[src/rtl/blueplayer_text_overlay_pkg.sv]
// Shared constants for the text overlay: ASCII codes and glyph/row geometry.
package text_pkg;

  localparam logic [6:0] BLANK = 7'h20;
  localparam logic [6:0] DASH  = 7'h2D;
  localparam logic [6:0] ZERO  = 7'h30;
  localparam logic [6:0] COLON = 7'h3A;

  localparam int unsigned GLYPH_W   = 8;
  localparam int unsigned GLYPH_H   = 16;
  localparam int unsigned LABEL_LEN = 16;
  localparam int unsigned SCORE_LEN = 2;

  // Total pixel width of label plus score field.
  localparam int unsigned ROW_W = (LABEL_LEN + SCORE_LEN) * GLYPH_W;

endpackage

[src/rtl/bcd_to_ascii.sv]
// BCD digit to ASCII code; values above 9 render as a dash.
//   digit_i : 4-bit BCD digit
//   code_o  : 7-bit ASCII code (combinational)
module bcd_to_ascii
  import text_pkg::*;
(
  input  logic [3:0] digit_i,
  output logic [6:0] code_o
);

  assign code_o = (digit_i > 4'd9) ? DASH : 7'(ZERO + 7'(digit_i));

endmodule

[src/rtl/blueplayer_text_overlay.sv]
// Label row plus two-digit score renderer. Two-stage pixel pipeline:
// stage 1 registers the glyph code/row/bit, stage 2 samples the font word.
//   clk, reset_n         : clock, async active-low reset
//   p_tick               : pixel enable (>= 2 clk spacing)
//   video_on, pixel_x/y  : scan position
//   score_tens/ones      : BCD score, latched at frame start
//   blink_en             : blink score digits on frame_cnt[4]
//   char_xy / char_code  : label ROM address / data (combinational)
//   rom_addr / font_word : font ROM address / data (1 clk read latency)
//   text_on / text_rgb   : registered overlay pixel
module blueplayer_text_overlay
  import text_pkg::*;
#(
  parameter int unsigned X0       = 16,
  parameter int unsigned Y0       = 16,
  parameter logic [11:0] TEXT_RGB = 12'h00F
) (
  input  logic        clk,
  input  logic        reset_n,
  input  logic        p_tick,
  input  logic        video_on,
  input  logic [9:0]  pixel_x,
  input  logic [9:0]  pixel_y,
  input  logic [3:0]  score_tens,
  input  logic [3:0]  score_ones,
  input  logic        blink_en,
  output logic [7:0]  char_xy,
  input  logic [6:0]  char_code,
  output logic [10:0] rom_addr,
  input  logic [7:0]  font_word,
  output logic        text_on,
  output logic [11:0] text_rgb
);

  localparam logic [9:0] X0_C    = 10'(X0);
  localparam logic [9:0] Y0_C    = 10'(Y0);
  localparam logic [9:0] ROW_W_C = 10'(ROW_W);
  localparam logic [9:0] GLYPH_H_C = 10'(GLYPH_H);
  localparam logic [4:0] LABEL_LEN_C = 5'(LABEL_LEN);

  logic [9:0]  dx, dy;
  logic        in_region;
  logic [4:0]  col;
  logic [3:0]  row;
  logic [2:0]  bit_idx;
  logic        frame_start;
  logic        blank_digits;
  logic [6:0]  tens_code, ones_code, sel_code;
  logic        pixel_hit;

  logic [3:0]  tens_q, tens_d;
  logic [3:0]  ones_q, ones_d;
  logic [4:0]  frame_cnt_q, frame_cnt_d;
  logic [6:0]  code_q, code_d;
  logic [3:0]  row_q, row_d;
  logic [2:0]  bit_q, bit_d;
  logic        on_q, on_d;
  logic        text_on_q, text_on_d;
  logic [11:0] text_rgb_q, text_rgb_d;

  // Region and field decode; wrap-around subtraction keeps left/top edges exact.
  assign dx        = pixel_x - X0_C;
  assign dy        = pixel_y - Y0_C;
  assign in_region = video_on && (pixel_x >= X0_C) && (dx < ROW_W_C)
                     && (pixel_y >= Y0_C) && (dy < GLYPH_H_C);
  assign col       = dx[7:3];
  assign row       = dy[3:0];
  assign bit_idx   = dx[2:0];

  assign char_xy     = {3'b000, col};
  assign frame_start = p_tick && (pixel_x == 10'd0) && (pixel_y == 10'd0);
  assign blank_digits = blink_en && frame_cnt_q[4];

  bcd_to_ascii u_tens (.digit_i(tens_q), .code_o(tens_code));
  bcd_to_ascii u_ones (.digit_i(ones_q), .code_o(ones_code));

  // Label columns read the ROM; columns 16/17 (and beyond, unused) the score.
  always_comb begin
    sel_code = char_code;
    if (col >= LABEL_LEN_C) begin
      if (blank_digits) sel_code = BLANK;
      else              sel_code = col[0] ? ones_code : tens_code;
    end
  end

  assign rom_addr  = {code_q, row_q};
  assign pixel_hit = on_q && font_word[3'(3'd7 - bit_q)];

  // Next-state: everything advances only on p_tick.
  always_comb begin
    tens_d      = tens_q;
    ones_d      = ones_q;
    frame_cnt_d = frame_cnt_q;
    code_d      = code_q;
    row_d       = row_q;
    bit_d       = bit_q;
    on_d        = on_q;
    text_on_d   = text_on_q;
    text_rgb_d  = text_rgb_q;
    if (frame_start) begin
      tens_d      = score_tens;
      ones_d      = score_ones;
      frame_cnt_d = frame_cnt_q + 5'd1;
    end
    if (p_tick) begin
      code_d     = sel_code;
      row_d      = row;
      bit_d      = bit_idx;
      on_d       = in_region;
      text_on_d  = pixel_hit;
      text_rgb_d = pixel_hit ? TEXT_RGB : 12'h000;
    end
  end

  always_ff @(posedge clk or negedge reset_n) begin
    if (!reset_n) begin
      tens_q      <= '0;
      ones_q      <= '0;
      frame_cnt_q <= '0;
      code_q      <= '0;
      row_q       <= '0;
      bit_q       <= '0;
      on_q        <= 1'b0;
      text_on_q   <= 1'b0;
      text_rgb_q  <= '0;
    end else begin
      tens_q      <= tens_d;
      ones_q      <= ones_d;
      frame_cnt_q <= frame_cnt_d;
      code_q      <= code_d;
      row_q       <= row_d;
      bit_q       <= bit_d;
      on_q        <= on_d;
      text_on_q   <= text_on_d;
      text_rgb_q  <= text_rgb_d;
    end
  end

  assign text_on  = text_on_q;
  assign text_rgb = text_rgb_q;

endmodule

[config.mk]
export PLATFORM = sky130hd
export DESIGN_NAME = blueplayer_text_overlay
export DESIGN_NICKNAME = d
export VERILOG_FILES = /design/src/rtl/blueplayer_text_overlay_pkg.sv /design/src/rtl/bcd_to_ascii.sv /design/src/rtl/blueplayer_text_overlay.sv
export SDC_FILE = /design/constraint.sdc
export NUM_CORES = 1
export LEC_CHECK = 0
export CELL_PAD_IN_SITES_DETAIL_PLACEMENT = 0
export CELL_PAD_IN_SITES_GLOBAL_PLACEMENT = 1
export CORE_ASPECT_RATIO = 0.6
export CORE_MARGIN = 2
export CORE_UTILIZATION = 29
export CTS_CLUSTER_SIZE = 28
export DETAILED_ROUTE_END_ITERATION = 10
export GPL_ROUTABILITY_DRIVEN = 0
export GPL_TIMING_DRIVEN = 0
export PLACE_DENSITY_LB_ADDON = 0.1
export SYNTH_ARGS = -nofsm -noshare
export SYNTH_HDL_FRONTEND = slang
export SYNTH_SLANG_ARGS = --single-unit
[constraint.sdc]
create_clock -name clk -period 1.8 [get_ports clk]
set_input_delay 0.27 -clock clk [delete_from_list [all_inputs] [get_ports clk]]
set_output_delay 0.27 -clock clk [all_outputs]
set_load 0.03 [all_outputs]
==> results.py, run 1 <==
metrics = {
    "run_status": {
        "run_status": "finished, final reports clean",
    },
    "place": {
        "port_buffers": 67,
        "place_area_sq_mm": 0.00241,
        "dpl.cell_count": 290,
        "hpwlAfterDp_um": 3350,
    },
    "floorplan": {
        "die_w_um": 100,
        "core_sq_mm": 0.00520,
        "die-height_um": 61.7,
        "dieArea_sq_mm": 0.00618,
        "io_pins": 80,
        "num_rows": 20,
        "initial_core_util_pct": 30.9,
    },
    "clocking": {
        "numCtsBuffers": 5,
        "cts_buffer_depth": 2,
        "worstSkewPairLatency_ns": 0.27,
        "htreeDepth": 2,
        "cts-root-buf": "clkbuf_8",
        "cts.clk_slew.worst_paths_ns": 0.06,
        "tritoncts": "done",
        "cts.sinks": 29,
    },
    "synthesis": {
        "syn_area_per_cell_sq_um": 10.9,
        "seq_area_frac_synth_pct": 45.1,
        "synth_top_area_cell": "dfrtp_1",
        "synthMuxAreaShare_pct": 14.5,
        "synth_top_family_by_area": "simple AND/OR/NAND/NOR gates",
        "ys_warn_count": 0,
        "synth_simple_gate_area_share_pct": 15.1,
        "synthAdderAreaFrac_pct": 2.33,
        "synth.area.top_cells": "dfrtp_1 (45%), mux2_2 (11%), buf_4 (7.5%), xor2_1 (3.8%), inv_1 (3.3%)",
        "synthCells": 147,
        "yosysTopAreaCellShare_pct": 45.1,
        "synth_xor_area_share_pct": 4.82,
        "netlist-cell-type-count": 37,
        "synth_compound_area_share_pct": 6.45,
        "syn_area_sq_mm": 0.00161,
        "synth_seq_cells": 29,
    },
    "drt": {
        "wl_per_cell_um": 14.0,
        "drt-total-wl_um": 4240,
        "vias": 1353,
        "drcViolationCount": 0,
        "viasPerCell": 4.48,
        "first_pass_iters": 4,
        "drt_iter0_drc": 45,
        "postRouteAntennaNets": 0,
    },
    "finish": {
        "finalInstanceArea_sq_mm": 0.00258,
        "drive_above_1_share_pct": 24.2,
        "multiInputGateArea_sq_um": 803,
        "area_growth_pct": 60.7,
        "finalNonFillerCells": 302,
        "n_antenna_cell": 0,
        "nets": 286,
        "fillers": 483,
        "seq_area_sq_um": 726,
    },
    "timing": {
        "max_freq_ghz": 0.560,
        "fin_hold_ws_ns": 0.0374,
        "post-route-min-period_ns": 1.79,
        "slew_headroom_pct": 54.4,
        "report.final.slew_viol_count": 0,
        "rsz0062_at_grt": "yes",
        "finalSetupViolations": 0,
        "finalHoldViolations": 0,
        "tns_ns": 0,
        "finalCritPeriodShare_pct": 99.2,
        "tightestPinTransition_ns": 0.684,
        "clock_skew_ns": 0.00521,
    },
    "grt": {
        "grt-ovfl-total": 0,
        "antenna_found_initial": 0,
        "grt_max_degree": 30,
        "track_usage_pct": 14.7,
        "grt_first_pass_wirelength_um": 6800,
        "first_global_vias": 1409,
    },
    "critical_path": {
        "worstPathArrival_ns": 1.95,
        "cp_max_fo": 3,
        "cp-end-kind": "flip-flop",
        "path_cells": "dlygate4sd2_1 -> clkinvlp_4 -> ha_1 -> nor3b_4 -> xor2_1 -> or3_1 -> o32ai_1",
        "critPathTopFamily": "buffers and inverters",
        "crit_slowest_cell": "dlygate4sd2_1",
        "max_stage_delay_ns": 0.35,
        "path_buf_inv": 2,
        "start_kind": "input pin",
        "cp.required_ns": 1.96,
        "critPathKind": "in -> reg",
    },
    "pwr": {
        "power_density_mw_per_mm2": 645,
        "power_w": 0.00167,
        "power.leakage_nw": 1.25,
        "power.internal_w": 0.00118,
        "vdd_ir_drop_max_mv": 0.324,
        "power_frac_clock_pct": 30.7,
        "p_seq_share_pct": 42.5,
        "p_comb_share_pct": 26.8,
        "p_sw_share_pct": 29.2,
        "p_sw_w": 0.000487,
    },
    "worst_hold_path": {
        "hp-class": "in -> async",
    },
    "run": {
        "maxCapViolCount": 0,
    },
}
## synthesized netlist by cell type (all sizes together)
master	number
conb	1
o221ai	4
or3	1
inv	14
xnor2	1
nand3	10
a31oi	1
buf	18
dfrtp	29
nor2	8
mux2	16
a32oi	1
o22ai	2
o31ai	1
nor4	3
nand2	3
nor2b	1
xor2	7
nand2b	1
nand3b	2
nor3b	2
mux4	1
ha	3
mux2i	3
o21ai	4
o32ai	1
nand4	1
nor3	5
a21oi	1
and2	1
clkbuf	1
## power groups by stage
| stage | clock (W) | combinational, W | sequential, W |
|---|---|---|---|
| 2_1_floorplan | 0 | 0.000162 | 0.000769 |
| 3_3_place_gp | 0 | 0.000430 | 0.000719 |
| 3_5_place_dp | 0 | 0.000437 | 0.000721 |
| 4_1_cts | 0.000527 | 0.000442 | 0.000709 |
| 5_1_grt | 0.000558 | 0.000479 | 0.000714 |
| 6_report | 0.000511 | 0.000448 | 0.000708 |
## path summary, 6_finish.rpt
path	startpoint	end	slack [ns]	depth (start not counted)
setup / recovery	pixel_x[4]	on_q	0.01	7
hold / removal	reset_n	bit_q[1]	0.04	1
setup reg to reg	bit_q[1]	text_rgb[2]	0.43	3
hold reg to reg	frame_cnt_q[3]	frame_cnt_q[3]	0.47	1
max in group asynchronous	reset_n	frame_cnt_q[3]	1.32	1
min in group clk	p_tick	row_q[3]	0.43	2
## layout make-up
| class | count | share of cell area [%] |
|---|---|---|
| timing repair buffer | 71 | 27.3 |
| tap | 66 | 3.19 |
| buffer | 19 | 5.13 |
| multi-input combinational | 95 | 31.1 |
| inverter | 14 | 2.18 |
| clock buffer | 8 | 3.10 |
| sequential | 29 | 28.1 |
## routing by layer
layer  part of all wire (%)  GRT usage, %  vias to the layer above
li1                       -             -                      667
met1                     49          19.5                      633
met2                     43          23.7                       51
met3                    8.5          5.26                        2
met4                   0.28          2.94                        0
met5                      0             0                        -
## through the flow
step	utilization [%]	setup WS (ns)
after floorplan	-	0.0706
after detailed placement	46.3	-0.634
after global routing	49.7	-0.000915
after global placement	46.3	-0.574
final	49.7	0.0135
after CTS	48.9	0.00954
## registers in the layout (all words and copies together) (netlist names)
| register | cells |
|---|---|
| bit_q | 3 |
| code_q | 7 |
| frame_cnt_q | 5 |
| on_q | 1 |
| ones_q | 4 |
| row_q | 4 |
| tens_q | 4 |
| text_rgb | 1 |
## cell usage in the layout, fill, tap and decap left out, types with 5 or more instances in the layout
| cell | count |
|---|---|
| nor2_1 | 7 |
| clkbuf_8 | 5 |
| conb_1 | 11 |
| xor2_1 | 7 |
| clkdlybuf4s50_1 | 54 |
| dlymetal6s2s_1 | 5 |
| inv_1 | 13 |
| buf_4 | 20 |
| nand3_1 | 10 |
| mux2_2 | 16 |
| dfrtp_1 | 29 |
## cells by family (layout without fill, tap and decap cells)
family / after synthesis / in the layout
other: 1 / 11
adder cells (fa/ha/maj): 3 / 3
AO/OA/AOI/OAI: 15 / 15
buffers and inverters: 33 / 112
XOR/XNOR: 8 / 8
AND/OR/NAND/NOR: 38 / 38
flip-flops: 29 / 29
multiplexers: 20 / 20
## what timing repair did
action / in CTS / in global routing
gates resized for setup: 27 / 7
pin swaps: 3 / 3
hold buffers: 0 / 0
setup endpoints to repair: 17 / 15
setup buffers: 1 / 3
Note: power is estimated with default switching activity, not from simulation.
==> inputs of run 2 (changes only) <==
- MAX_ROUTING_LAYER: not set -> met4
==> run 2 against run 1 <==
Net effect: combinational power barely moved; cell count did not move; sequential power barely moved; flip-flop and latch count did not move; highest routed layer unchanged; non-clock buffer count did not move; hold slack improved by 0.0012 ns.
==> results.py, run 2 (synthesized netlist as in run 1, its figures left out) <==
metrics = {
    "run_status": {
        "run_status": "finished, final reports clean",
    },
    "critical_path": {
        "r2r-start": "bit_q[1]",
        "cp.required_ns": 1.97,
        "critPathKind": "in -> reg",
        "rr_endpoint": "text_rgb[2]",
        "path_buf_inv": 2,
        "cp-end-kind": "flip-flop",
        "worstPathArrival_ns": 1.93,
        "reg2reg_depth": 3,
        "cp_max_fo": 3,
        "path_cells": "dlygate4sd2_1 -> clkinvlp_4 -> ha_1 -> nor3b_4 -> xor2_1 -> or3_1 -> o32ai_1",
        "r2r_slack_ns": 0.43,
        "crit_slowest_cell": "dlygate4sd2_1",
        "critPathTopFamily": "buffers and inverters",
        "start_kind": "input pin",
        "max_stage_delay_ns": 0.35,
    },
    "finish": {
        "multiInputGateArea_sq_um": 803,
        "drive_above_1_share_pct": 24.2,
        "largest_reg_flops": 7,
        "finalInstanceArea_sq_mm": 0.00258,
        "final_common_cell": "clkdlybuf4s50_1",
        "fillers": 483,
        "largest_register": "code_q",
        "nets": 286,
        "layout_common_cells": "clkdlybuf4s50_1 (54), dfrtp_1 (29), buf_4 (20), mux2_2 (16), inv_1 (13)",
        "top_regs": "code_q (7), frame_cnt_q (5)",
        "n_antenna_cell": 0,
        "seq_area_sq_um": 726,
        "area_growth_pct": 60.7,
    },
    "clocking": {
        "holdBufCountCts": 0,
        "cts.clk_slew.worst_paths_ns": 0.07,
        "numCtsBuffers": 5,
        "htreeDepth": 2,
        "tritoncts": "done",
        "cts_buffer_depth": 2,
        "cts-root-buf": "clkbuf_8",
        "worstSkewPairLatency_ns": 0.28,
        "cts.sinks": 29,
    },
    "grt": {
        "first_global_vias": 1413,
        "track_usage_pct": 15.2,
        "grt_max_degree": 30,
        "antenna_found_initial": 0,
        "grt_first_pass_wirelength_um": 6780,
        "grt-ovfl-total": 0,
    },
    "timing": {
        "finalHoldViolations": 0,
        "report.final.slew_viol_count": 0,
        "tns_ns": 0,
        "max_freq_ghz": 0.568,
        "post-route-min-period_ns": 1.76,
        "finalCritPeriodShare_pct": 97.9,
        "rsz0062_at_grt": "yes",
        "slew_headroom_pct": 53.8,
        "finalSetupViolations": 0,
        "clock_skew_ns": 0.00714,
        "tightestPinTransition_ns": 0.693,
    },
    "drt": {
        "drt_iter0_drc": 43,
        "route.met2.wl_um": 1830,
        "wl_met1_um": 2070,
        "viasPerCell": 4.49,
        "drt-total-wl_um": 4240,
        "vias": 1357,
        "wl_per_cell_um": 14.0,
        "first_pass_iters": 4,
        "highest_layer": "met4",
        "dr_wl_met3_um": 326,
        "drcViolationCount": 0,
        "postRouteAntennaNets": 0,
    },
    "pwr": {
        "power.leakage_nw": 1.25,
        "vdd_ir_drop_max_mv": 0.325,
        "power_density_mw_per_mm2": 645,
        "power_w": 0.00167,
    },
    "floorplan": {
        "die-height_um": 61.7,
        "die_w_um": 100,
        "core_sq_mm": 0.00520,
        "initial_core_util_pct": 30.9,
        "dieArea_sq_mm": 0.00618,
        "num_rows": 20,
        "io_pins": 80,
    },
    "worst_hold_path": {
        "hp-class": "in -> async",
    },
    "run": {
        "maxCapViolCount": 0,
    },
    "place": {
        "port_buffers": 67,
        "place_area_sq_mm": 0.00241,
        "hpwlAfterDp_um": 3350,
    },
}
[run 2: cell counts in the layout (fill, tap and decap cells not counted)]
Identical to the previous run, type by type.
[run 2: through the flow]
step                worst slack (ns)  hold WS [ns]  utilization, %  cells
floorplan                     0.0706       -0.0256               -    157
global route               -0.000910        0.0858            49.7    302
CTS                          0.00954         0.424            48.9    299
detailed placement            -0.634         0.458            46.3    290
finish                        0.0386        0.0386            49.7    302
global placement              -0.574         0.456            46.3    290
[run 2: area by class of cell]
| cell class | instances | area share [%] |
|---|---|---|
| multi-input combinational | 95 | 31.1 |
| sequential | 29 | 28.1 |
| timing repair buffer | 71 | 27.3 |
| buffer | 19 | 5.13 |
| tap | 66 | 3.19 |
| clock buffer | 8 | 3.10 |
| inverter | 14 | 2.18 |
[run 2: metal layers]
layer	vias up	track usage, %
met5	-	-
met4	0	2.94
met3	2	4.92
met2	51	23.7
met1	636	19.7
li1	668	-
[run 2: worst max path at each step]
stage / slack (ns) / to / start / cells past startpoint
2_1_floorplan: 0.07 / ones_q[0] / pixel_x[4] / 6
3_3_place_gp: -0.57 / char_xy[4] / pixel_x[4] / 5
3_5_place_dp: -0.63 / char_xy[4] / pixel_x[4] / 5
4_1_cts: 0.01 / frame_cnt_q[1] / pixel_x[0] / 6
5_1_grt: -0.0009 / tens_q[1] / pixel_x[4] / 8
6_report: 0.04 / on_q / pixel_x[4] / 7
[run 2: worst register-to-register path, delay by kind of cell, from the launching register on]
family         cells  cell delay, ns
AO/OA/AOI/OAI      2            0.26
flip-flops         1            0.46
multiplexers       1            0.52
[run 2: power breakdown]
group	internal, W	switching (W)	leakage, nW
clock	0.000274	0.000237	0.0395
combinational	0.000222	0.000226	0.836
sequential	0.000685	0.0000233	0.378
total	0.00118	0.000486	1.25
[run 2: repair_timing]
item | in CTS | in global routing
hold endpoints to repair | 0 | 0
pin swaps | 3 | 3
gates resized for setup | 27 | 7
setup endpoints to repair | 17 | 15
setup buffers | 1 | 3
==> inputs of run 3 (changes only) <==
- CORE_MARGIN: 2 -> not set
==> run 3 against run 2 <==
Net effect: die area is 5.2% lower; first-iteration DRC count shrank 23%; sequential share of layout area is 0.27 points lower; global-route usage is 1.0 points higher; critical path depth is 4 lower; flip-flop and latch count unchanged; combinational power shrank 0.9%; fmax up 1.7%; setup slack better by 0.030 ns; highest routed layer unchanged; the run now ends with DRC left; via count up 2.4%; hold slack worse by 0.020 ns; non-clock buffer count fell by 1.
==> results.py, run 3 (synthesized netlist as in run 1, its figures left out) <==
metrics = {
    "finish": {
        "finalNonFillerCells": 301,
        "fillers": 475,
        "layout_common_cells": "clkdlybuf4s50_1 (52), dfrtp_1 (29), buf_4 (19), mux2_2 (16), inv_1 (12)",
        "nets": 285,
        "finalInstanceArea_sq_mm": 0.00261,
        "top_regs": "code_q (7), frame_cnt_q (5)",
        "final_common_cell": "clkdlybuf4s50_1",
        "largest_reg_flops": 7,
        "area_growth_pct": 62.2,
        "drive_above_1_share_pct": 26.0,
        "largest_register": "code_q",
        "n_antenna_cell": 0,
    },
    "timing": {
        "rsz0062_at_grt": "no",
        "finalSetupViolations": 0,
        "finalCritPeriodShare_pct": 96.2,
        "clock_skew_ns": 0.00645,
        "worst_slack_ns": 0.0681,
        "report.final.slew_viol_count": 0,
        "finalHoldViolations": 0,
        "slew_headroom_pct": 55.8,
        "post-route-min-period_ns": 1.73,
        "max_freq_ghz": 0.577,
        "fin_hold_ws_ns": 0.0189,
        "tightestPinTransition_ns": 0.663,
    },
    "floorplan": {
        "dieArea_sq_mm": 0.00586,
        "io_pins": 80,
        "initial_core_util_pct": 30.9,
        "die_w_um": 98.2,
        "core_sq_mm": 0.00520,
        "die-height_um": 59.7,
        "num_rows": 20,
    },
    "worst_hold_path": {
        "hp-class": "in -> async",
    },
    "run": {
        "maxCapViolCount": 0,
    },
    "drt": {
        "postRouteAntennaNets": 0,
        "vias": 1389,
        "drt-total-wl_um": 4170,
        "first_pass_iters": 7,
        "wl_per_cell_um": 13.9,
        "drcViolationCount": 7,
        "viasPerCell": 4.61,
        "drt_iter0_drc": 33,
    },
    "pwr": {
        "power_w": 0.00174,
        "power.leakage_nw": 1.29,
        "power_density_mw_per_mm2": 668,
        "vdd_ir_drop_max_mv": 0.243,
    },
    "place": {
        "place_ws_ns": -0.646,
        "place_area_sq_mm": 0.00241,
        "port_buffers": 67,
        "dpl.cell_count": 290,
        "hpwlAfterDp_um": 3310,
    },
    "clocking": {
        "holdBufCountCts": 0,
        "tritoncts": "done",
        "cts-root-buf": "clkbuf_8",
        "worstSkewPairLatency_ns": 0.28,
        "cts.clk_slew.worst_paths_ns": 0.07,
        "cts.sinks": 29,
        "htreeDepth": 2,
        "cts_buffer_depth": 2,
        "numCtsBuffers": 5,
    },
    "grt": {
        "first_global_vias": 1441,
        "track_usage_pct": 16.2,
        "antenna_found_initial": 0,
        "grt-ovfl-total": 0,
        "grt_max_degree": 30,
        "grt_first_pass_wirelength_um": 6930,
    },
    "critical_path": {
        "worstPathArrival_ns": 1.46,
        "path_cells": "clkdlybuf4s15_1 -> buf_4 -> clkdlybuf4s50_1",
        "start_kind": "input pin",
        "cp_max_fo": 7,
        "critPathTopFamily": "buffers and inverters",
        "crit_slowest_cell": "clkdlybuf4s50_1",
        "critPathKind": "in -> out",
        "cp-end-kind": "output port",
        "cp.required_ns": 1.53,
        "max_stage_delay_ns": 0.66,
        "path_buf_inv": 3,
    },
    "run_status": {
        "run_status": "finished, violations left",
        "violations": "DRC",
    },
}
-- run 3: cell count changes in the layout (fill, tap and decap cells not counted), moves of 2 or more --
| cell | delta |
|---|---|
| dlymetal6s2s_1 | +4 |
| clkbuf_1 | -3 |
| dlygate4sd2_1 | -3 |
| buf_2 | -2 |
| clkbuf_8 | +2 |
| clkdlybuf4s50_1 | -2 |
-- run 3: where the power goes --
group / leakage, nW / total, W / switching, W / internal [W]
Sequential: 0.378 / 0.000711 / 0.0000256 / 0.000685
Clock: 0.0542 / 0.000590 / 0.000245 / 0.000345
Combinational: 0.861 / 0.000444 / 0.000227 / 0.000218
-- run 3: cell type report --
class | instances | area (sq um) | area share [%]
clock buffer | 7 | 96.3 | 3.69
timing repair buffer | 70 | 717 | 27.5
buffer | 19 | 133 | 5.08
clock inverter | 1 | 5.00 | 0.192
tap | 66 | 82.6 | 3.16
inverter | 14 | 56.3 | 2.16
sequential | 29 | 726 | 27.8
multi-input combinational | 95 | 795 | 30.4
-- run 3: per-stage QoR --
step | util, % | setup TNS (ns)
floorplan | - | 0
global placement | 46.3 | -9.91
detailed placement | 46.3 | -13.67
CTS | 48.7 | -1.08
global route | 50.1 | 0
finish | 50.1 | 0
-- run 3: final timing paths --
check,from,end,slack [ns],cells past startpoint
max,pixel_x[3],char_xy[0],0.07,3
min,reset_n,ones_q[1],0.02,1
max reg2reg,bit_q[1],text_rgb[2],0.40,3
min reg2reg,frame_cnt_q[4],frame_cnt_q[4],0.46,1
max in group asynchronous,reset_n,frame_cnt_q[1],1.34,1
min in group clk,pixel_y[1],row_q[1],0.34,2
-- run 3: what timing repair did --
item | CTS | global route
cloned | 0 | 0
buffers inserted | 2 | 1
gates resized for setup | 13 | 21
setup endpoints to repair | 21 | 20
hold endpoints to repair | 0 | 0
pin swaps | 2 | 4
-- run 3: per-layer routing --
layer  GRT usage [%]  share of wire [%]  vias to the layer above
met4            4.90               0.43                        0
met5               -                  0                        -
met3            4.44                7.0                        2
li1                -                  -                      664
met1            20.6                 48                      669
met2            25.7                 44                       54
